`src/rtl/anchor_sched_pkg.sv`:
```
// Shared definitions for the anchor-filter chunk sequencer.
// Contents:
//   sched_state_t  - sequencer states
//   DEFAULT_STRIDE - default anchor address stride of the filter engine
//   sat_add        - saturating add of two counts of a given width (<= 64)
package anchor_sched_pkg;

    typedef enum logic [2:0] {
        IDLE,
        LAUNCH,
        WAIT,
        ACCUM,
        FINISH,
        ERR
    } sched_state_t;

    localparam int DEFAULT_STRIDE = 10;

    // Adds two unsigned counts and clamps the result to the all-ones value
    // of a 'width'-bit word. Callers zero-extend into and truncate out of
    // the 64-bit interface.
    function automatic logic [63:0] sat_add(input logic [63:0] a,
                                            input logic [63:0] b,
                                            input int unsigned width);
        logic [64:0] sum;
        logic [64:0] limit;
        sum   = {1'b0, a} + {1'b0, b};
        limit = (65'd1 << width) - 65'd1;
        return (sum > limit) ? limit[63:0] : sum[63:0];
    endfunction

endpackage

```
`src/rtl/sched_watchdog.sv`:
```
// Watchdog counter for the engine wait phase.
// Ports:
//   clk, rst - clock, asynchronous active-high reset
//   clear    - restart the count from zero
//   enable   - count one waited cycle
//   timeout  - high on the cycle in which the count reaches TIMEOUT_CYCLES
module sched_watchdog #(
    parameter int TIMEOUT_CYCLES = 4095
) (
    input  logic clk,
    input  logic rst,
    input  logic clear,
    input  logic enable,
    output logic timeout
);

    localparam int CW = $clog2(TIMEOUT_CYCLES + 1);
    localparam logic [CW-1:0] LAST = CW'(TIMEOUT_CYCLES - 1);

    logic [CW-1:0] count;

    // Count holds the number of cycles already waited, so the flag is raised
    // during the TIMEOUT_CYCLES-th waiting cycle. The count parks there.
    always_ff @(posedge clk or posedge rst) begin
        if (rst) begin
            count <= '0;
        end else if (clear) begin
            count <= '0;
        end else if (enable && (count != LAST)) begin
            count <= count + CW'(1);
        end
    end

    assign timeout = (count == LAST);

endmodule

```
`src/rtl/anchor_filter_sched.sv`:
```
// Sequencer that walks one anchor-filter engine over a host-supplied anchor
// address range in fixed-size chunks and accumulates the engine counts.
// Ports:
//   clk, rst                         - clock, asynchronous active-high reset
//   cfg_start / cfg_abort            - host job request / abandon
//   cfg_range_start / cfg_range_end  - inclusive job address range
//   cfg_distance_thr / cfg_num_thr   - thresholds forwarded to the engine
//   busy, done, error                - job status (done is a 1-cycle pulse)
//   total_count, chunk_index         - running total and chunks completed
//   eng_start, eng_addr_*, eng_*_thr - engine command interface
//   eng_done, eng_count              - engine level done and its result
module anchor_filter_sched
    import anchor_sched_pkg::*;
#(
    parameter int ANCHOR_ADDR_WIDTH = 7,
    parameter int STRIDE            = DEFAULT_STRIDE,
    parameter int CHUNK_SIZE        = 40,
    parameter int CNT_WIDTH         = 32,
    parameter int TIMEOUT_CYCLES    = 4095
) (
    input  logic                         clk,
    input  logic                         rst,
    input  logic                         cfg_start,
    input  logic                         cfg_abort,
    input  logic [ANCHOR_ADDR_WIDTH-1:0] cfg_range_start,
    input  logic [ANCHOR_ADDR_WIDTH-1:0] cfg_range_end,
    input  logic [15:0]                  cfg_distance_thr,
    input  logic [15:0]                  cfg_num_thr,
    output logic                         busy,
    output logic                         done,
    output logic                         error,
    output logic [CNT_WIDTH-1:0]         total_count,
    output logic [7:0]                   chunk_index,
    output logic                         eng_start,
    output logic [ANCHOR_ADDR_WIDTH-1:0] eng_addr_start,
    output logic [ANCHOR_ADDR_WIDTH-1:0] eng_addr_end,
    output logic [15:0]                  eng_distance_thr,
    output logic [15:0]                  eng_num_thr,
    input  logic                         eng_done,
    input  logic [CNT_WIDTH-1:0]         eng_count
);

    localparam int AW = ANCHOR_ADDR_WIDTH;
    localparam int EW = AW + 1;
    localparam logic [EW-1:0] SPAN = EW'(CHUNK_SIZE - STRIDE);
    localparam logic [EW-1:0] STEP = EW'(STRIDE);

    sched_state_t state, next_state;

    logic [AW-1:0]        range_end_q;
    logic [CNT_WIDTH-1:0] eng_count_q;
    logic                 accum_first;
    logic                 bad_done_q;
    logic                 wd_timeout;
    logic                 range_ok;
    logic                 last_chunk;
    logic [EW-1:0]        next_chunk_addr;
    logic [EW-1:0]        launch_addr;
    logic [EW-1:0]        launch_limit;
    logic [EW-1:0]        span_end;
    logic [AW-1:0]        launch_end;

    sched_watchdog #(
        .TIMEOUT_CYCLES(TIMEOUT_CYCLES)
    ) u_watchdog (
        .clk    (clk),
        .rst    (rst),
        .clear  (state == LAUNCH),
        .enable (state == WAIT),
        .timeout(wd_timeout)
    );

    // Address math is one bit wider than the SRAM address so stepping past
    // the top of the address space never wraps back into range.
    assign range_ok        = (cfg_range_start <= cfg_range_end);
    assign next_chunk_addr = {1'b0, eng_addr_end} + STEP;
    assign last_chunk      = (next_chunk_addr > {1'b0, range_end_q});

    // Bounds of the chunk about to be launched: the first chunk comes
    // straight from the host inputs, later ones from the previous chunk end.
    always_comb begin
        launch_addr  = next_chunk_addr;
        launch_limit = {1'b0, range_end_q};
        if (state == IDLE) begin
            launch_addr  = {1'b0, cfg_range_start};
            launch_limit = {1'b0, cfg_range_end};
        end
        span_end   = launch_addr + SPAN;
        launch_end = (span_end < launch_limit) ? span_end[AW-1:0]
                                               : launch_limit[AW-1:0];
    end

    always_ff @(posedge clk or posedge rst) begin
        if (rst) begin
            state <= IDLE;
        end else begin
            state <= next_state;
        end
    end

    // Next-state logic. An abort from any active state returns to IDLE;
    // in IDLE a simultaneous abort is ignored so a start still wins.
    always_comb begin
        next_state = state;
        case (state)
            IDLE:   if (cfg_start && range_ok) next_state = LAUNCH;
            LAUNCH: next_state = WAIT;
            WAIT: begin
                if (eng_done) begin
                    next_state = ACCUM;
                end else if (wd_timeout) begin
                    next_state = ERR;
                end
            end
            ACCUM: begin
                // Relaunching only after eng_done drops guarantees the engine
                // has retired the previous chunk before seeing a new start.
                if (!eng_done) begin
                    next_state = last_chunk ? FINISH : LAUNCH;
                end
            end
            FINISH:  next_state = IDLE;
            ERR:     next_state = IDLE;
            default: next_state = IDLE;
        endcase
        if ((state != IDLE) && cfg_abort) begin
            next_state = IDLE;
        end
    end

    // Job registers: configuration latch, chunk bounds, count capture,
    // accumulation and the sticky error flag.
    always_ff @(posedge clk or posedge rst) begin
        if (rst) begin
            range_end_q      <= '0;
            eng_count_q      <= '0;
            accum_first      <= 1'b0;
            bad_done_q       <= 1'b0;
            error            <= 1'b0;
            total_count      <= '0;
            chunk_index      <= '0;
            eng_addr_start   <= '0;
            eng_addr_end     <= '0;
            eng_distance_thr <= '0;
            eng_num_thr      <= '0;
        end else begin
            bad_done_q  <= 1'b0;
            accum_first <= (state == WAIT) && (next_state == ACCUM);

            if ((state == IDLE) && cfg_start) begin
                total_count <= '0;
                chunk_index <= '0;
                if (range_ok) begin
                    range_end_q      <= cfg_range_end;
                    eng_distance_thr <= cfg_distance_thr;
                    eng_num_thr      <= cfg_num_thr;
                    error            <= 1'b0;
                end else begin
                    error      <= 1'b1;
                    bad_done_q <= 1'b1;
                end
            end

            if (next_state == LAUNCH) begin
                eng_addr_start <= launch_addr[AW-1:0];
                eng_addr_end   <= launch_end;
            end

            if ((state == WAIT) && eng_done) begin
                eng_count_q <= eng_count;
            end

            if ((state == ACCUM) && accum_first) begin
                total_count <= CNT_WIDTH'(sat_add(64'(total_count), 64'(eng_count_q), CNT_WIDTH));
                if (chunk_index != 8'hFF) begin
                    chunk_index <= chunk_index + 8'd1;
                end
            end

            if (next_state == ERR) begin
                error <= 1'b1;
            end
        end
    end

    assign busy      = (state != IDLE);
    assign eng_start = (state == LAUNCH) && !cfg_abort;
    assign done      = bad_done_q || (((state == FINISH) || (state == ERR)) && !cfg_abort);

endmodule

```
`config.mk`:
```
export PLATFORM = sky130hd
export DESIGN_NAME = anchor_filter_sched
export DESIGN_NICKNAME = d
export VERILOG_FILES = /design/src/rtl/anchor_sched_pkg.sv /design/src/rtl/sched_watchdog.sv /design/src/rtl/anchor_filter_sched.sv
export SDC_FILE = /design/constraint.sdc
export NUM_CORES = 1
export LEC_CHECK = 0
export ABC_CLOCK_PERIOD_IN_PS = 5950
export CORE_MARGIN = 2
export CORE_UTILIZATION = 54
export CTS_BUF_LIST = sky130_fd_sc_hd__clkbuf_8
export CTS_CLUSTER_SIZE = 12
export DETAILED_ROUTE_END_ITERATION = 8
export GPL_ROUTABILITY_DRIVEN = 0
export PLACE_DENSITY_LB_ADDON = 0.15
export REMOVE_ABC_BUFFERS = 1
export SLEW_MARGIN = 30
export SYNTH_ARGS = -nofsm -noshare
export SYNTH_HDL_FRONTEND = slang
export SYNTH_SLANG_ARGS = --single-unit
```
`constraint.sdc`:
```
create_clock -name clk -period 5.95 [get_ports clk]
set_clock_uncertainty 0.15 [all_clocks]
set_input_delay 1.4875 -clock clk [delete_from_list [all_inputs] [get_ports clk]]
set_output_delay 1.4875 -clock clk [all_outputs]
set_load 0.05 [all_outputs]
```
Word-level counts from Yosys, hierarchy flattened
Cells that the tools add are included.
- flip-flop bits (word level): 143
- input port bits: 83
- logic and storage cells: 73
- $add $sub $neg: 5
- magnitude comparators: 4
- equal/unequal tests: 11
- multiplexer cells: 22
- reductions and logical operators: 18
- operator list (kind ; number):
    $mux 32 ; 3
    $add 32x32->33 ; 1
    $gt 33x32->1 const B ; 1
    $mux 8 ; 4
    $mux 12 ; 2
    $mux 3 ; 6
    $mux 7 ; 2
    $add 12x1->12 const B ; 1
    $eq 12x12->1 const B ; 1
    $ne 12x12->1 const B ; 1
    $pmux 3 s4 ; 1
    $eq 3x2->1 const B ; 3
    $eq 3x3->1 const B ; 3
    $logic_and 1x1->1 ; 9
    $add 7x4->8 const B ; 1
    $add 8x1->8 const B ; 1
    $add 8x5->8 const B ; 1
    $gt 8x7->1 ; 1
    $lt 8x8->1 ; 1
    $ne 8x8->1 const B ; 1
    $le 7x7->1 ; 1
    $eq 3x1->1 const B ; 2
    $reduce_bool 2->1 ; 3
    $mux 1 ; 4
    5 further kinds ; 6

Logic depth before layout (Yosys ltp)
Gate-level depths: netlist of run 1.
- word-level depth: 8
- mapped depth: 17
- depth with buffers taken out: 14

Modules after synthesis
Synthesis of run 1 repeated with hierarchy kept, for this count alone.
- cells, all modules: 835
- area, all modules: 8470.6 µm²
- by module, submodules not included (module ; times used ; cells an instance ; area each (µm²)):
    anchor_filter_sched ; 1 ; 760 ; 7717.4
    sched_watchdog ; 1 ; 75 ; 753.2

Worst setup path before layout of run 1
OpenSTA, ideal clock, no wires.
- kind: input to output
- start point: in cfg_abort
- end point: out eng_start
- arrival time: 2.936 ns
- setup slack: 1.376 ns
- stages on the path: 1
- buffers on the path: 0
- cell sequence: nor4_1
- longest elaborated chain between the ends: 2
- RTL lines (item ; line ; text):
    start: declaration ; anchor_filter_sched.sv:24 ; input logic cfg_abort,
    $logic_not 1->1 ; anchor_filter_sched.sv:187 ; assign eng_start = (state == LAUNCH) && !cfg_abort;
    $logic_and 1x1->1 ; anchor_filter_sched.sv:187 ;
    end: declaration ; anchor_filter_sched.sv:34 ; output logic eng_start,
Every way passes these cells.

Worst setup path after layout of run 1
- start point: in cfg_abort
- end point: out done
- longest elaborated chain between the ends: 3
- RTL lines (item ; line ; text):
    $logic_not 1->1 ; anchor_filter_sched.sv:188 ; assign done = bad_done_q || (((state == FINISH) || (state == ERR)) && !cfg_abort);
    $logic_and 1x1->1 ; anchor_filter_sched.sv:188 ;
    $logic_or 1x1->1 ; anchor_filter_sched.sv:188 ;
    end: declaration ; anchor_filter_sched.sv:30 ; output logic done,
Every way passes these cells.

==> results of run 1 <==
[final cells by class]
type                            count  area, um2
Fill cell                        1199       4450
Timing Repair Buffer              186       1850
Multi-Input combinational cell    614       4610
Inverter                           34        133
Sequential cell                   143       3580
Clock inverter                     14        120
Tap cell                          211        264
Clock buffer                       18        248
[sequential cells by signal (all words and copies together), names as in the netlist]
| name | flops |
|---|---|
| accum_first | 1 |
| bad_done_q | 1 |
| chunk_index | 8 |
| eng_addr_end | 7 |
| eng_addr_start | 7 |
| eng_count_q | 32 |
| eng_distance_thr | 16 |
| eng_num_thr | 16 |
| error | 1 |
| range_end_q | 7 |
| state | 3 |
| total_count | 32 |
| u_watchdog.count | 12 |
[routing by layer]
metal | GRT usage [%] | routed length, um
met1 | 33.6 | 9190
met2 | 41.5 | 9940
met3 | 5.86 | 1070
met4 | 8.63 | 363
met5 | 0 | 0
[kinds of logic after synthesis]
kind of cell / synth area share (%)
compound gates: 17.3
xor+xnor: 4.64
buf+inv: 3.72
fa+ha+maj: 8.64
flops: 42.2
mux: 11.2
simple gates: 12.3
[metrics by stage]
step                power, uW  hold WS, ns  area [um2]  std cells
floorplan                4130        0.335        8300        791
detailed placement       5210        0.331       10400       1188
global placement         5130        0.318       10400       1187
global route             6330        0.375       10800       1220
finish                   5950        0.348       10800       1220
CTS                      5960        0.350       10800       1220
[cell usage after synthesis, types with 3 or more instances]
cell        n  area (um2)
and2_1      4        25.0
mux2i_1    15         150
o21bai_1    3        22.5
and4_1      6        52.6
xnor2_1    21         184
a31oi_1    25         156
and3_1      6        37.5
mux2_2     71         800
nor3_1      6        30.0
clkbuf_1   33         124
or3_1       5        31.3
inv_1      34         128
nor2b_1    10        62.6
nor2_1     40         150
dfrtp_1   143        3580
a21o_1     11        82.6
ha_1       57         713
a31oi_4     8         170
o22ai_1     4        25.0
a211oi_1    8        60.1
o21ai_0    48         240
a221oi_1    3        26.3
nand2b_1    9        56.3
nand4_1    15        93.8
a21oi_1    74         370
xor2_1     24         210
a41oi_1     3        26.3
nor4_1      3        18.8
buf_2       5        25.0
nor3b_1     4        30.0
nand2_1    56         210
o21a_1      6        45.0
nand3_1    29         145
[report_power, final]
group | switching [uW] | leakage [uW] | internal, uW | total, uW
registers | 264 | 0.00181 | 1340 | 1600
logic | 2190 | 0.00267 | 1430 | 3620
clock network | 391 | 0.000192 | 340 | 731
total | 2840 | 0.00467 | 3100 | 5950
[worst max-delay path by stage]
stage,startpoint,to,slack (ns),cells after the start
finish,cfg_abort,done,1.25,4
global route,cfg_abort,done,1.21,4
CTS,cfg_abort,done,1.24,4
detailed placement,cfg_range_end[3],eng_addr_end[6],1.15,10
global placement,cfg_range_start[1],eng_addr_end[6],1.21,14
floorplan,rst,accum_first,0.47,1
[worst max-delay path, stage by stage]
cell	delay [ns]
clkdlybuf4s50_1	0.55
nor3b_1	0.06
or2_2	0.27
clkdlybuf4s50_1	0.70
==> impl_results.md, run 1 <==
- Final Cycle Share: 79.1%
- CTS H-tree lvls: 4
- Flops & latches, synth: 143
- Nets: 1137
- Dpl ws: 1.15 ns
- Num CTS Buffers: 17
- Unrepaired setup endpoints after global routing: no
- Worst vdd ir: 0.363 mV
- Clk_lat worst skew: 0.46 ns
- Initial DRC count: 379
- Clock-pin slew on the worst setup and hold paths: 0.09 ns
- CTS-repair resized insts: 0
- Vias: 6955
- First-pass detailed-route iteration total: 5
- Worst reg2reg path depth: 17
- PwrDens: 550 nW/um2
- # Post-CTS Setup Buffers: 0
- CTS tree: built
- # setup viols final: 0
- Post-CTS Hold Buffers: 0
- Drt total wl: 20600 um
- WP data arrival: 3.07 ns
- Initial Utilization: 55.6%
- GRT Total Usage: 25.4%
- Core area: 15300 um2
- F_max: 213 MHz
- Fin util: 70.8%
- Synthesis-to-finish area growth: 27.3%
- CP Launch Type: primary input
- Vias in the first global route: 6787
- HP Class: flip-flop to flip-flop
- Setup TNS: 0 ns
- Root Buffer Master: clkbuf_8
- Register area share after synthesis: 42.2%
- Syn Inst Count: 833
- Mapped cell area: 8490 um2
- DIE AREA: 16700 um2
- Vias/cell: 5.70
- CP Class: primary input to primary output
- Final ANT Viol Nets: 0
- Num ports: 173
- Drc violations: 0
- Commonest cells after routing, fill and taps aside: clkdlybuf4s50_1 (172), dfrtp_1 (143), a21oi_1 (74)
- R2r setup slk: 1.66 ns
- Fin worst setup slack: 1.25 ns
- Worst Hold End: eng_addr_start[3]
- Die Span X: 129 um
- Diodes inserted: 0
- Routed wire length per instance: 16.9 um
- Port-buffer cells: 172
- Hold depth: 2
- Syn avg cell area: 10.2 um2
- Fin. max-slew vios: 0
- Gr ovfl total: 0
- Max-slew headroom: 34.4%
- Fin. Hold Viols: 0
- Synth async-reset ratio: 100%
- Initial antenna violation count: 0
- First-pass GRT wire length: 33500 um
- Sink Count: 143
- CTS max path bufs: 2
- Crit Path Max Fanout: 5
- Tightest Pin Transition: 0.960 ns
- Largest net degree at the start of global routing: 91
- RR Startpoint: state[0]
- Outcome: complete, no violations
- Reg-to-Reg End: eng_addr_end[6]
- Yosys warnings: 0
- Share of cells above drive strength 1: 13.7%
- Die height: 129 um
- HPWL after DPL: 15200 um
- CP Data Required Time: 4.31 ns
- HP Start: eng_addr_start[3]
- Minimum clock period: 4.70 ns
- Static Leakage: 0.00467 uW
- FP Rows: 45
- Max-cap violations: 0
- Post-synth EDFFs: 0
- Distinct cells, synth: 68
- Critical Path End Type: primary output
- Most common cell after layout, fill and taps aside: clkdlybuf4s50_1
- Synth Flop Type: dfrtp_1
Note: power is estimated with default switching activity, not from simulation.
==> run 2, diff against run 1 <==
Settings changed: ABC_CLOCK_PERIOD_IN_PS 5950 to 4800.
Clock period 5.95 ns to 4.8 ns, I/O delays scaled along.
==> impl_results.md, run 2 (same netlist as run 1, synthesis figures left out) <==
- Outcome: complete, no violations
- Initial DRC count: 481 (+27%)
- Die Span X: 129 um (unchanged)
- Routed wire length per instance: 16.8 um (-0.54%)
- HPWL after DPL: 15300 um (+0.51%)
- Final ANT Viol Nets: 0 (unchanged)
- Worst Hold End: eng_addr_start[4]
- FP Rows: 45 (unchanged)
- Sw Share: 46.6% (-1.2 points)
- Commonest cells after routing, fill and taps aside: clkdlybuf4s50_1 (172), dfrtp_1 (143), a21oi_1 (74)
- RR Startpoint: state[0]
- CP Class: primary input to primary output
- CP Data Required Time: 3.45 ns (-0.86 ns)
- Clk_lat worst skew: 0.45 ns (about the same)
- Unrepaired setup endpoints after global routing: no
- CTS-repair resized insts: 0 (unchanged)
- CTS max path bufs: 2 (unchanged)
- Gate power share: 59.4% (-1.4 points)
- Worst vdd ir: 0.574 mV (+58%)
- CTS tree: built
- Dpl ws: 0.401 ns (-0.750 ns)
- Fin worst setup slack: 0.656 ns (-0.590 ns)
- Largest net degree at the start of global routing: 66 (-27%)
- Vias: 6945 (-0.14%)
- Initial antenna violation count: 0 (unchanged)
- Drt total wl: 20400 um (-0.62%)
- Fin. max-slew vios: 0 (unchanged)
- CP Launch Type: primary input
- Fin. Hold Viols: 0 (unchanged)
- Drc violations: 0 (unchanged)
- Vias in the first global route: 6863 (+1.1%)
- # setup viols final: 0 (unchanged)
- Max-slew headroom: 39.9% (+5.5 points)
- HP Start: eng_addr_start[4]
- WP data arrival: 2.79 ns (-0.28 ns)
- PwrDens: 696 nW/um2 (+26%)
- Cell Int Power: 4040 uW (+30%)
- Share of cells above drive strength 1: 13.7% (about the same)
- Synthesis-to-finish area growth: 28.0%
- Num ports: 173 (unchanged)
- Initial Utilization: 55.6% (unchanged)
- DIE AREA: 16700 um2 (unchanged)
- Static Leakage: 0.00470 uW (+0.48%)
- Core area: 15300 um2 (unchanged)
- Nets: 1137 (unchanged)
- Sink Count: 143 (unchanged)
- Setup TNS: 0 ns (unchanged)
- Final Cycle Share: 86.3%
- First-pass detailed-route iteration total: 5 (unchanged)
- Clock-pin slew on the worst setup and hold paths: 0.08 ns (about the same)
- Gr ovfl total: 0 (unchanged)
- Num CTS Buffers: 17 (unchanged)
- Root Buffer Master: clkbuf_8
- Worst reg2reg path depth: 14 (-3)
- Minimum clock period: 4.14 ns
- HP Class: flip-flop to flip-flop
- Diodes inserted: 0 (unchanged)
- R2r setup slk: 0.77 ns (-0.89 ns)
- Top flop regs: eng_count_q: 32 flops, total_count: 32 flops
- GRT Total Usage: 25.6% (+0.16 points)
- First-pass GRT wire length: 33800 um (+0.78%)
- Reg-to-Reg End: eng_addr_end[6]
- Port-buffer cells: 172 (unchanged)
- F_max: 241 MHz
- Post-CTS Hold Buffers: 0 (unchanged)
- CTS H-tree lvls: 4 (unchanged)
- # Post-CTS Setup Buffers: 0 (unchanged)
- Hold depth: 2 (unchanged)
- Max-cap violations: 0 (unchanged)
- Sequential share of power: 26.2% (-0.7 points)
- Clock network fraction of design power: 14.4% (+2.1 points)
- Tightest Pin Transition: 0.879 ns (-0.0801 ns)
- NetSw: 3520 uW (+24%)
- Vias/cell: 5.70 (about the same)
- Crit Path Max Fanout: 5 (unchanged)
- Fillers: 1194 (-0.42%)
- Most common cell after layout, fill and taps aside: clkdlybuf4s50_1
- Die height: 129 um (unchanged)
- Critical Path End Type: primary output
==> run 2: worst max-delay path, stage by stage <==
cell	delay (ns)
clkdlybuf4s50_1	0.49
nor3b_1	0.19
or2_2	0.12
clkdlybuf4s50_1	0.78
==> run 2: worst max path at each step <==
stage / from / end / slack (ns) / cells after the start
2_1_floorplan: rst / accum_first / -0.39 / 1
3_3_place_gp: cfg_range_start[2] / eng_addr_end[6] / 0.55 / 13
3_5_place_dp: cfg_range_start[2] / eng_addr_end[6] / 0.40 / 13
4_1_cts: cfg_abort / done / 0.65 / 4
5_1_grt: state[0] / eng_addr_end[6] / 0.48 / 13
6_report: cfg_abort / done / 0.66 / 4
==> run 2: metrics by stage <==
step	utilization (%)	instances	instance area, um2	hold slack [ns]	total power [uW]
2_1_floorplan	-	791	8300	0.335	5120
3_3_place_gp	68.2	1188	10400	0.317	6380
3_5_place_dp	68.2	1188	10400	0.319	6480
4_1_cts	71.2	1219	10900	0.338	7590
5_1_grt	71.2	1219	10900	0.356	8070
6_report	71.2	1219	10900	0.333	7560
==> run 2: layout make-up <==
cell class                 instances  area [um2]  area share, %
clock buffer                      20         275           2.53
multi-input combinational        614        4610           42.4
tap                              211         264           2.43
sequential                       143        3580           32.9
inverter                          34         133           1.22
clock inverter                    11         179           1.65
timing repair buffer             186        1830           16.8
==> run 2: metal layers <==
layer | wire (um) | part of all wire [%] | GRT usage, %
met4 | 433 | 2.1 | 7.86
met2 | 9810 | 48 | 41.5
met5 | 0 | 0 | 0
met3 | 1110 | 5.4 | 6.32
met1 | 9090 | 44 | 34.1
==> run 2: power by group through the flow <==
stage	sequential [uW]	clock, uW	combinational, uW
after floorplan	2820	0	2300
after global placement	1990	0	4390
after detailed placement	2000	0	4480
after CTS	1980	1110	4500
after global routing	2040	1160	4870
final	1980	1090	4500
